--- config.mk ---
export PLATFORM = sky130hd
export DESIGN_NAME = pipe_addsub_flat
export DESIGN_NICKNAME = d
export VERILOG_FILES = /design/src/rtl/addsub_pkg.sv /design/src/rtl/pipe_addsub_if.sv /design/src/rtl/addsub_stage.sv /design/src/rtl/pipe_addsub.sv /design/src/flat_wrapper.sv
export SDC_FILE = /design/constraint.sdc
export NUM_CORES = 1
export LEC_CHECK = 0
export ABC_AREA = 1
export BUFFER_PORTS_ARGS = -buffer_cell sky130_fd_sc_hd__buf_2
export CORE_MARGIN = 5
export CORE_UTILIZATION = 48
export DETAILED_ROUTE_END_ITERATION = 10
export HOLD_SLACK_MARGIN = 0.08
export PLACE_DENSITY = 0.75
export SKIP_LAST_GASP = 1
export SLEW_MARGIN = 20
export SYNTH_ARGS = -nofsm -noshare
export SYNTH_HDL_FRONTEND = slang
export SYNTH_HIERARCHICAL = 1
export SYNTH_SLANG_ARGS = --single-unit
--- constraint.sdc ---
create_clock -name clk -period 1.4 [get_ports clk]
set_input_delay 0.28 -clock clk [delete_from_list [all_inputs] [get_ports clk]]
set_output_delay 0.28 -clock clk [all_outputs]
set_load 0.005 [all_outputs]
--- src/rtl/addsub_pkg.sv ---
// Shared types for the pipelined adder/subtractor.
package addsub_pkg;

    typedef enum logic {
        OP_ADD = 1'b0,
        OP_SUB = 1'b1
    } op_e;

    // Control payload that travels alongside each pipeline stage.
    typedef struct packed {
        logic valid;
        logic sign_a;  // sign of operand a
        logic sign_b;  // sign of effective operand b' (inverted for subtract)
    } stage_ctl_t;

    // Signed overflow: operands agree in sign but the result does not.
    function automatic logic signed_ovf(input logic sa, input logic sb, input logic sr);
        return (sa == sb) && (sr != sa);
    endfunction

endpackage

--- src/rtl/pipe_addsub_if.sv ---
// Operand/result handshake bundle for pipe_addsub.
interface pipe_addsub_if #(
    parameter int unsigned WIDTH = 8
);
    logic             in_valid;
    logic             in_ready;
    logic [WIDTH-1:0] in_a;
    logic [WIDTH-1:0] in_b;
    logic             in_sub;
    logic             out_valid;
    logic             out_ready;
    logic [WIDTH-1:0] out_sum;
    logic             out_carry;
    logic             out_ovf;
    logic             out_zero;

    // Producer/consumer side.
    modport master (
        output in_valid, in_a, in_b, in_sub, out_ready,
        input  in_ready, out_valid, out_sum, out_carry, out_ovf, out_zero
    );

    // Adder side.
    modport slave (
        input  in_valid, in_a, in_b, in_sub, out_ready,
        output in_ready, out_valid, out_sum, out_carry, out_ovf, out_zero
    );
endinterface

--- src/rtl/addsub_stage.sv ---
// One CHUNK-bit registered adder slice with carry in/out and a hold enable.
module addsub_stage #(
    parameter int unsigned CHUNK = 4
) (
    input  logic             clk,
    input  logic             rst_n,
    input  logic             i_en,
    input  logic [CHUNK-1:0] i_a,
    input  logic [CHUNK-1:0] i_b,
    input  logic             i_cin,
    output logic [CHUNK-1:0] o_sum,
    output logic             o_cout
);
    logic [CHUNK:0] w_total;
    logic [CHUNK:0] r_total;

    assign w_total = {1'b0, i_a} + {1'b0, i_b} + (CHUNK + 1)'(i_cin);

    // Capture the slice sum and carry when the pipeline advances.
    always_ff @(posedge clk or negedge rst_n) begin
        if (!rst_n) begin
            r_total <= '0;
        end else if (i_en) begin
            r_total <= w_total;
        end
    end

    assign o_sum  = r_total[CHUNK-1:0];
    assign o_cout = r_total[CHUNK];

endmodule

--- src/rtl/pipe_addsub.sv ---
// Pipelined WIDTH-bit adder/subtractor, CHUNK bits per stage, global stall.
// Optional macro PIPE_ADDSUB_SAT_EN: saturate out_sum on signed overflow.
module pipe_addsub
    import addsub_pkg::*;
#(
    parameter int unsigned WIDTH = 8,
    parameter int unsigned CHUNK = 4
) (
    input logic          clk,
    input logic          rst_n,
    pipe_addsub_if.slave bus
);
    localparam int unsigned STAGES = WIDTH / CHUNK;

    if ((CHUNK > WIDTH) || ((WIDTH % CHUNK) != 0)) begin : g_bad_cfg
        $error("pipe_addsub: WIDTH must be a multiple of CHUNK and CHUNK <= WIDTH");
    end

    op_e              w_op;
    logic             w_adv;
    // Index k is the input side of stage k; index STAGES is the pipeline output.
    logic [WIDTH-1:0] w_x   [STAGES];
    logic [WIDTH-1:0] w_y   [STAGES];
    logic [WIDTH-1:0] w_r   [STAGES+1];
    logic             w_c   [STAGES+1];
    stage_ctl_t       w_ctl [STAGES+1];

    logic [WIDTH-1:0] w_raw;
    logic [WIDTH-1:0] w_sum;
    logic             w_ovf;
    stage_ctl_t       w_out_ctl;

    assign w_op  = op_e'(bus.in_sub);
    // A single advance signal: every stage moves or every stage holds.
    assign w_adv = !w_ctl[STAGES].valid || bus.out_ready;

    assign w_x[0]   = bus.in_a;
    assign w_y[0]   = (w_op == OP_SUB) ? ~bus.in_b : bus.in_b;
    assign w_c[0]   = (w_op == OP_SUB);
    assign w_r[0]   = '0;
    assign w_ctl[0] = '{valid: bus.in_valid, sign_a: bus.in_a[WIDTH-1],
                        sign_b: w_y[0][WIDTH-1]};

    for (genvar k = 0; k < STAGES; k++) begin : g_stage
        logic [CHUNK-1:0] w_s;
        logic             w_co;
        logic [WIDTH-1:0] r_res;
        stage_ctl_t       r_ctl;

        addsub_stage #(
            .CHUNK (CHUNK)
        ) u_slice (
            .clk    (clk),
            .rst_n  (rst_n),
            .i_en   (w_adv),
            .i_a    (w_x[k][CHUNK-1:0]),
            .i_b    (w_y[k][CHUNK-1:0]),
            .i_cin  (w_c[k]),
            .o_sum  (w_s),
            .o_cout (w_co)
        );

        // Carry already-computed low result bits and the control payload forward.
        always_ff @(posedge clk or negedge rst_n) begin
            if (!rst_n) begin
                r_res <= '0;
                r_ctl <= '0;
            end else if (w_adv) begin
                r_res <= w_r[k];
                r_ctl <= w_ctl[k];
            end
        end

        assign w_r[k+1]   = r_res | (WIDTH'(w_s) << (k * CHUNK));
        assign w_c[k+1]   = w_co;
        assign w_ctl[k+1] = r_ctl;

        if (k < STAGES - 1) begin : g_fwd
            logic [WIDTH-1:0] r_x;
            logic [WIDTH-1:0] r_y;

            // Shift the unprocessed operand bits down so the next slice sees them at bit 0.
            always_ff @(posedge clk or negedge rst_n) begin
                if (!rst_n) begin
                    r_x <= '0;
                    r_y <= '0;
                end else if (w_adv) begin
                    r_x <= w_x[k] >> CHUNK;
                    r_y <= w_y[k] >> CHUNK;
                end
            end

            assign w_x[k+1] = r_x;
            assign w_y[k+1] = r_y;
        end
    end

    if (STAGES > 1) begin : g_sink
        // The last slice only consumes the low chunk of its operand inputs.
        logic w_unused_hi;
        assign w_unused_hi = ^{w_x[STAGES-1][WIDTH-1:CHUNK], w_y[STAGES-1][WIDTH-1:CHUNK]};
    end

    assign w_out_ctl = w_ctl[STAGES];
    assign w_raw     = w_r[STAGES];
    assign w_ovf     = signed_ovf(w_out_ctl.sign_a, w_out_ctl.sign_b, w_raw[WIDTH-1]);

`ifdef PIPE_ADDSUB_SAT_EN
    // Clamp toward the operands' common sign on overflow.
    always_comb begin
        w_sum = w_raw;
        if (w_ovf) begin
            w_sum = w_out_ctl.sign_a ? {1'b1, {(WIDTH-1){1'b0}}} : {1'b0, {(WIDTH-1){1'b1}}};
        end
    end
`else
    assign w_sum = w_raw;
`endif

    assign bus.in_ready  = w_adv;
    assign bus.out_valid = w_out_ctl.valid;
    assign bus.out_sum   = w_sum;
    assign bus.out_carry = w_c[STAGES];
    assign bus.out_ovf   = w_ovf;
    // Gated by valid so the flag reads 0 out of reset.
    assign bus.out_zero  = w_out_ctl.valid && (w_sum == '0);

endmodule

--- src/flat_wrapper.sv ---
// flat-port wrapper written by rule: the top's interface ports become plain ports
module pipe_addsub_flat import addsub_pkg::*;
#(
    parameter int unsigned WIDTH = 8,
    parameter int unsigned CHUNK = 4
)
  (clk, rst_n, bus_in_valid, bus_in_a, bus_in_b, bus_in_sub, bus_out_ready, bus_in_ready, bus_out_valid, bus_out_sum, bus_out_carry, bus_out_ovf, bus_out_zero);
  pipe_addsub_if #(.WIDTH(WIDTH)) bus_i ();
  input logic clk;
  input logic rst_n;
  input wire logic [$bits(bus_i.in_valid)-1:0] bus_in_valid;
  input wire logic [$bits(bus_i.in_a)-1:0] bus_in_a;
  input wire logic [$bits(bus_i.in_b)-1:0] bus_in_b;
  input wire logic [$bits(bus_i.in_sub)-1:0] bus_in_sub;
  input wire logic [$bits(bus_i.out_ready)-1:0] bus_out_ready;
  output wire logic [$bits(bus_i.in_ready)-1:0] bus_in_ready;
  output wire logic [$bits(bus_i.out_valid)-1:0] bus_out_valid;
  output wire logic [$bits(bus_i.out_sum)-1:0] bus_out_sum;
  output wire logic [$bits(bus_i.out_carry)-1:0] bus_out_carry;
  output wire logic [$bits(bus_i.out_ovf)-1:0] bus_out_ovf;
  output wire logic [$bits(bus_i.out_zero)-1:0] bus_out_zero;
  assign bus_i.in_valid = bus_in_valid;
  assign bus_i.in_a = bus_in_a;
  assign bus_i.in_b = bus_in_b;
  assign bus_i.in_sub = bus_in_sub;
  assign bus_i.out_ready = bus_out_ready;
  assign bus_in_ready = bus_i.in_ready;
  assign bus_out_valid = bus_i.out_valid;
  assign bus_out_sum = bus_i.out_sum;
  assign bus_out_carry = bus_i.out_carry;
  assign bus_out_ovf = bus_i.out_ovf;
  assign bus_out_zero = bus_i.out_zero;
  pipe_addsub #(.WIDTH(WIDTH), .CHUNK(CHUNK)) u_core (.clk(clk), .rst_n(rst_n), .bus(bus_i));
endmodule
Word-level counts from Yosys, hierarchy flattened --
Cells that the tools add are included.
Storage, ports and cells: flip-flop bits (word level) 28, output and inout port bits 13
Cells by class: mux-type cells 1, equality and inequality tests 2, bitwise operators 2, add/subtract/negate cells 4, reduce and logical (&&, ||, !) cells 5
Operator list (count):
- $add A4 B4 Y5 | 2
- $add A5 B1 Y5 | 2
- $logic_not A8 Y1 | 1
- $mux W8 | 1
- $not A8 Y8 | 1
- $or A4 B8 Y8 | 1
- $logic_and A1 B1 Y1 | 2
- $eq A1 B1 Y1 | 1
- $logic_not A1 Y1 | 1
- $logic_or A1 B1 Y1 | 1
- $ne A1 B1 Y1 | 1

Logic depth before layout (Yosys ltp) --
depth after elaboration 4, gate-level depth with buffers 8, gate-level depth less buffers 7

Cells and area by module --
The synthesis kept the hierarchy.
Modules (own cells, without submodules):
- pipe_addsub | area each 772.0 µm², times used 1, cells each 99
- addsub_stage at u_core.g_stage[0].u_slice | area each 342.8 µm², times used 1, cells each 41
- addsub_stage at u_core.g_stage[1].u_slice | area each 339.1 µm², times used 1, cells each 41

Least setup slack after synthesis --
No wires, ideal clock.
path type input -> register, from input bus_in_sub, to register u_core.g_stage[0].u_slice.r_total[1], data arrival time 1.575 ns, cell stages on the path 6, path slack -0.252 ns, data required time 1.324 ns, buffers on the path 1, cell sequence buf_6 xor2_1 fa_1 inv_1 fa_1 o21ai_1
RTL lines:
- start: declaration | RTL line flat_wrapper.sv:14 | input wire logic [$bits(bus_i.in_sub)-1:0] bus_in_sub;
- end signal: assignment | RTL line addsub_stage.sv:24 | r_total <= w_total;
- end: declaration | RTL line addsub_stage.sv:15 | logic [CHUNK:0] r_total;

Final worst setup path --
from register u_core.g_stage[0].g_fwd.r_x[0], to register u_core.g_stage[1].u_slice.r_total[1]
Between the ends: longest elaborated chain between the ends 2
RTL lines:
- start: declaration | RTL line pipe_addsub.sv:79 | logic [WIDTH-1:0] r_x;
- start signal: assignment | RTL line pipe_addsub.sv:88 | r_x <= w_x[k] >> CHUNK;
- $add A4 B4 Y5 | RTL line addsub_stage.sv:17 | assign w_total = {1'b0, i_a} + {1'b0, i_b} + (CHUNK + 1)'(i_cin);
- $add A5 B1 Y5 | RTL line addsub_stage.sv:17
- end signal: assignment | RTL line addsub_stage.sv:24
- end: declaration | RTL line addsub_stage.sv:15
Every way passes these cells. A chain may end at the register's enable or synchronous reset.

==> qor.yml <==
yosysTopAreaCell: "dfrtp_1"
grt_use_met3_pct: 1.04
yosysWarnings: 6
crit_path_start_kind: "register"
dpl_worst_slack_ns: -0.246
post_route_cells_drive_above_1_share_pct: 28.5
synth_most_common_cell: "nand2_1"
cts_max_level: 1
number_of_buffers_created_by_cts: 3
clock_path_buffers: 2
first_global_vias: 1171
ant_nets: 0
period_needed_ns: 1.53
post-route-drc-count: 0
worst_setup_path_end_kind: "register"
p_seq_share_pct: 48.6
layout_setup_ws_ns: -0.125
floorplan.die_area_mm2: 0.00423
place_area_mm2: 0.00168
synthFlopType: "dfrtp_1"
grt_start_max_net_pins: 27
total_nets_after_synthesis: 212
critPathKind: "reg2reg"
multi_input_area_um2: 702
arrival_ns: 1.77
drt-wirelength-per-cell_um: 10.6
synth_fa_ha_area_share_pct: 10.7
leakage_power_total_nw: 0.982
critPathMaxFanout: 2
area_growth_pct: 20.1
post_synth_num_cell_types: 17
clk_root_buffer_cell: "clkbuf_4"
die_w_um: 65.0
hold_violations: 0
worst_vdd_rail_ir_drop_v: 0.000393
crit_family: "adder cells"
num_rows: 20
tritoncts_num_sinks: 26
grt_util_met1_pct: 17.0
synth_edf_count: 0
synth-xor-area-share_pct: 3.61
largest_family_of_logic_cells_by_synthesized_area: "simple AND/OR/NAND/NOR gates"
critPathRequiredTime_ns: 1.65
comb_power_share_pct: 38.1
number_of_optimization_iterations_in_the_first_detailed_route_pass: 4
async_reset_ff_share_pct: 100
global_route.usage.total_pct: 13.9
muxShareOfSynthArea_pct: 0
grt_first_pass_wirelength_um: 4710
worstPathBufferInverterCount: 1
start_util_pct: 48.8
grt-busiest-layer: "met2"
grt_antenna_before_repair: 0
num_antenna_cells: 0
clock_tree_from_tritoncts: "built"
pint_mw: 1.43
tightest_pin_transition_ns: 0.552
detailroute.via_count: 1210
switchingPower_mw: 0.775
synth_compound_gate_area_share_pct: 5.59
skew_ns: 0.00139
most_numerous_cell_on_the_critical_path: "fa_2"
most_used_standard_cells_in_the_synthesized_netlist: "nand2_1, dfrtp_1, inv_1"
period_utilization_pct: 109
avgSynthCellArea_um2: 8.03
power.density_cell_area_mw_per_mm2: 1260
share_clk_of_total_power_pct: 13.3
gr-usage-met2_pct: 25.3
critical-path-slowest-cell: "fa_2"
final-seq-area_um2: 651
port_buffer_cells: 33
synth.ff_latch_count: 26
violations_in_the_final_reports: "setup timing"
fin_util_pct: 58.6
synth_simple_gate_area_share_pct: 25.8
n_fill_cell: 284
coreArea_mm2: 0.00298
final_nets: 254
timing.critical_path.cells: "fa_2 -> inv_2 -> fa_2 -> o21ai_2"
finalWeightedCongestion: 0.749
achievable-frequency_mhz: 656
io_pins: 34
totalWireLength_um: 2690
max_stage_delay_ns: 0.43
synth_largest_type_area_fraction_pct: 44.8
synth_area_leaders: "dfrtp_1, nand2_1, inv_1, fa_1, ha_1"
synthesis.instances: 181
report.power.total_mw: 2.21
synth-seq-area-share_pct: 44.8
status: "finished, violations left"
global_route.overflow_total: 0
place_hpwl_um: 2110
clk-insertion-delay-late_ns: 0.31
fp.dieH_um: 65.0
holdCritPathClass: "in2reg"
rsz0062_at_grt: "yes"
worst_slew_margin_rel_pct: 63.2
post_dr_vias_cell: 4.76
finish.instance_area_mm2: 0.00175
report.final.setup_viol: 5
max_cap_viol_count: 0
clk_pin_slew_worst_paths_ns: 0.12
power.switching_fraction_pct: 35.1
slew_violations: 0
synthesis.area_mm2: 0.00145
drt_iter0_drc: 55
## area by class of cell
class / count / share of cell area [%]
multi-input cells: 125 / 40.2
flip-flops and latches: 26 / 37.3
repair buffers: 41 / 13.3
inverters: 26 / 5.59
well taps: 33 / 2.37
clock buffers: 3 / 1.29
## final timing paths
kind	slack, ns	from	depth (start not counted)	endpoint
max reg2reg	-0.13	u_core/g_stage[0].g_fwd.r_x[0]	4	u_core/g_stage[1].u_slice/r_total[1]
min in group asynchronous	0.48	rst_n	2	u_core/g_stage[1].u_slice/r_total[1]
max	-0.13	u_core/g_stage[0].g_fwd.r_x[0]	4	u_core/g_stage[1].u_slice/r_total[1]
min	0.17	bus_in_a[7]	3	u_core/g_stage[0].r_ctl[1]
min reg2reg	0.47	u_core/g_stage[0].r_ctl[2]	2	u_core/bus.out_valid
max in group asynchronous	0.56	rst_n	2	u_core/g_stage[0].u_slice/r_total[0]
## cell families (layout without fill, tap and decap cells)
kind of cell | after synthesis | count (layout)
adder cells (fa/ha/maj) | 10 | 10
AND/OR/NAND/NOR | 95 | 95
XOR/XNOR | 6 | 6
AO/OA/AOI/OAI | 14 | 14
flip-flops | 26 | 26
buffers and inverters | 30 | 70
## placed cells by master, fill, tap and decap left out, drive strengths merged
master	synthesis	layout
buf	4	40
a21oi	5	5
nand2	68	68
o21ai	9	9
clkbuf	0	3
xor2	6	6
dlygate4sd3	0	1
ha	6	6
inv	26	26
nor2	14	14
dfrtp	26	26
nand3	13	13
fa	4	4
## worst min-delay path, delay by kind of cell
family | cells | cell delay (ns)
buf+inv | 1 | 0.07
simple gates | 2 | 0.09
## flip-flops by register name (all words and copies together), names as in the netlist
register                        flops
u_core/g_stage.g_fwd.r_x            3
u_core/g_stage.g_fwd.r_y            3
u_core/g_stage.r_ctl                5
u_core/g_stage.u_slice/r_total     10
u_core/bus.out_valid                1
u_core/g_stage.r_res                4
## repair_timing
| item | CTS | global route |
|---|---|---|
| endpoints found under the setup margin | 5 | 7 |
| hold buffers | 1 | 0 |
| resized for setup | 1 | 8 |
| buffers inserted | 1 | 0 |
| pin swaps | 1 | 7 |
| endpoints found under the hold margin | 26 | 0 |
## power groups by stage
stage,clock network [mW],logic (mW),registers [mW]
2_1_floorplan,0,0.500,1.08
3_3_place_gp,0,0.758,1.09
3_5_place_dp,0,0.776,1.09
4_1_cts,0.307,0.804,1.07
5_1_grt,0.346,0.977,1.11
6_report,0.294,0.841,1.07
## metal layers
layer  vias to the layer above  routed length (um)
met2                        29                1350
met1                       546                1190
li1                        631                   -
met4                         0                  35
met3                         4                 119
met5                         -                   0
## metrics by stage
stage / instances / hold WS [ns] / setup TNS, ns
2_1_floorplan: 181 / -0.0156 / -0.285
3_3_place_gp: 249 / 0.303 / -0.766
3_5_place_dp: 249 / 0.300 / -0.953
4_1_cts: 254 / 0.165 / -0.317
5_1_grt: 254 / 0.158 / -0.835
6_report: 254 / 0.169 / -0.270
Note: power is estimated with default switching activity, not from simulation.
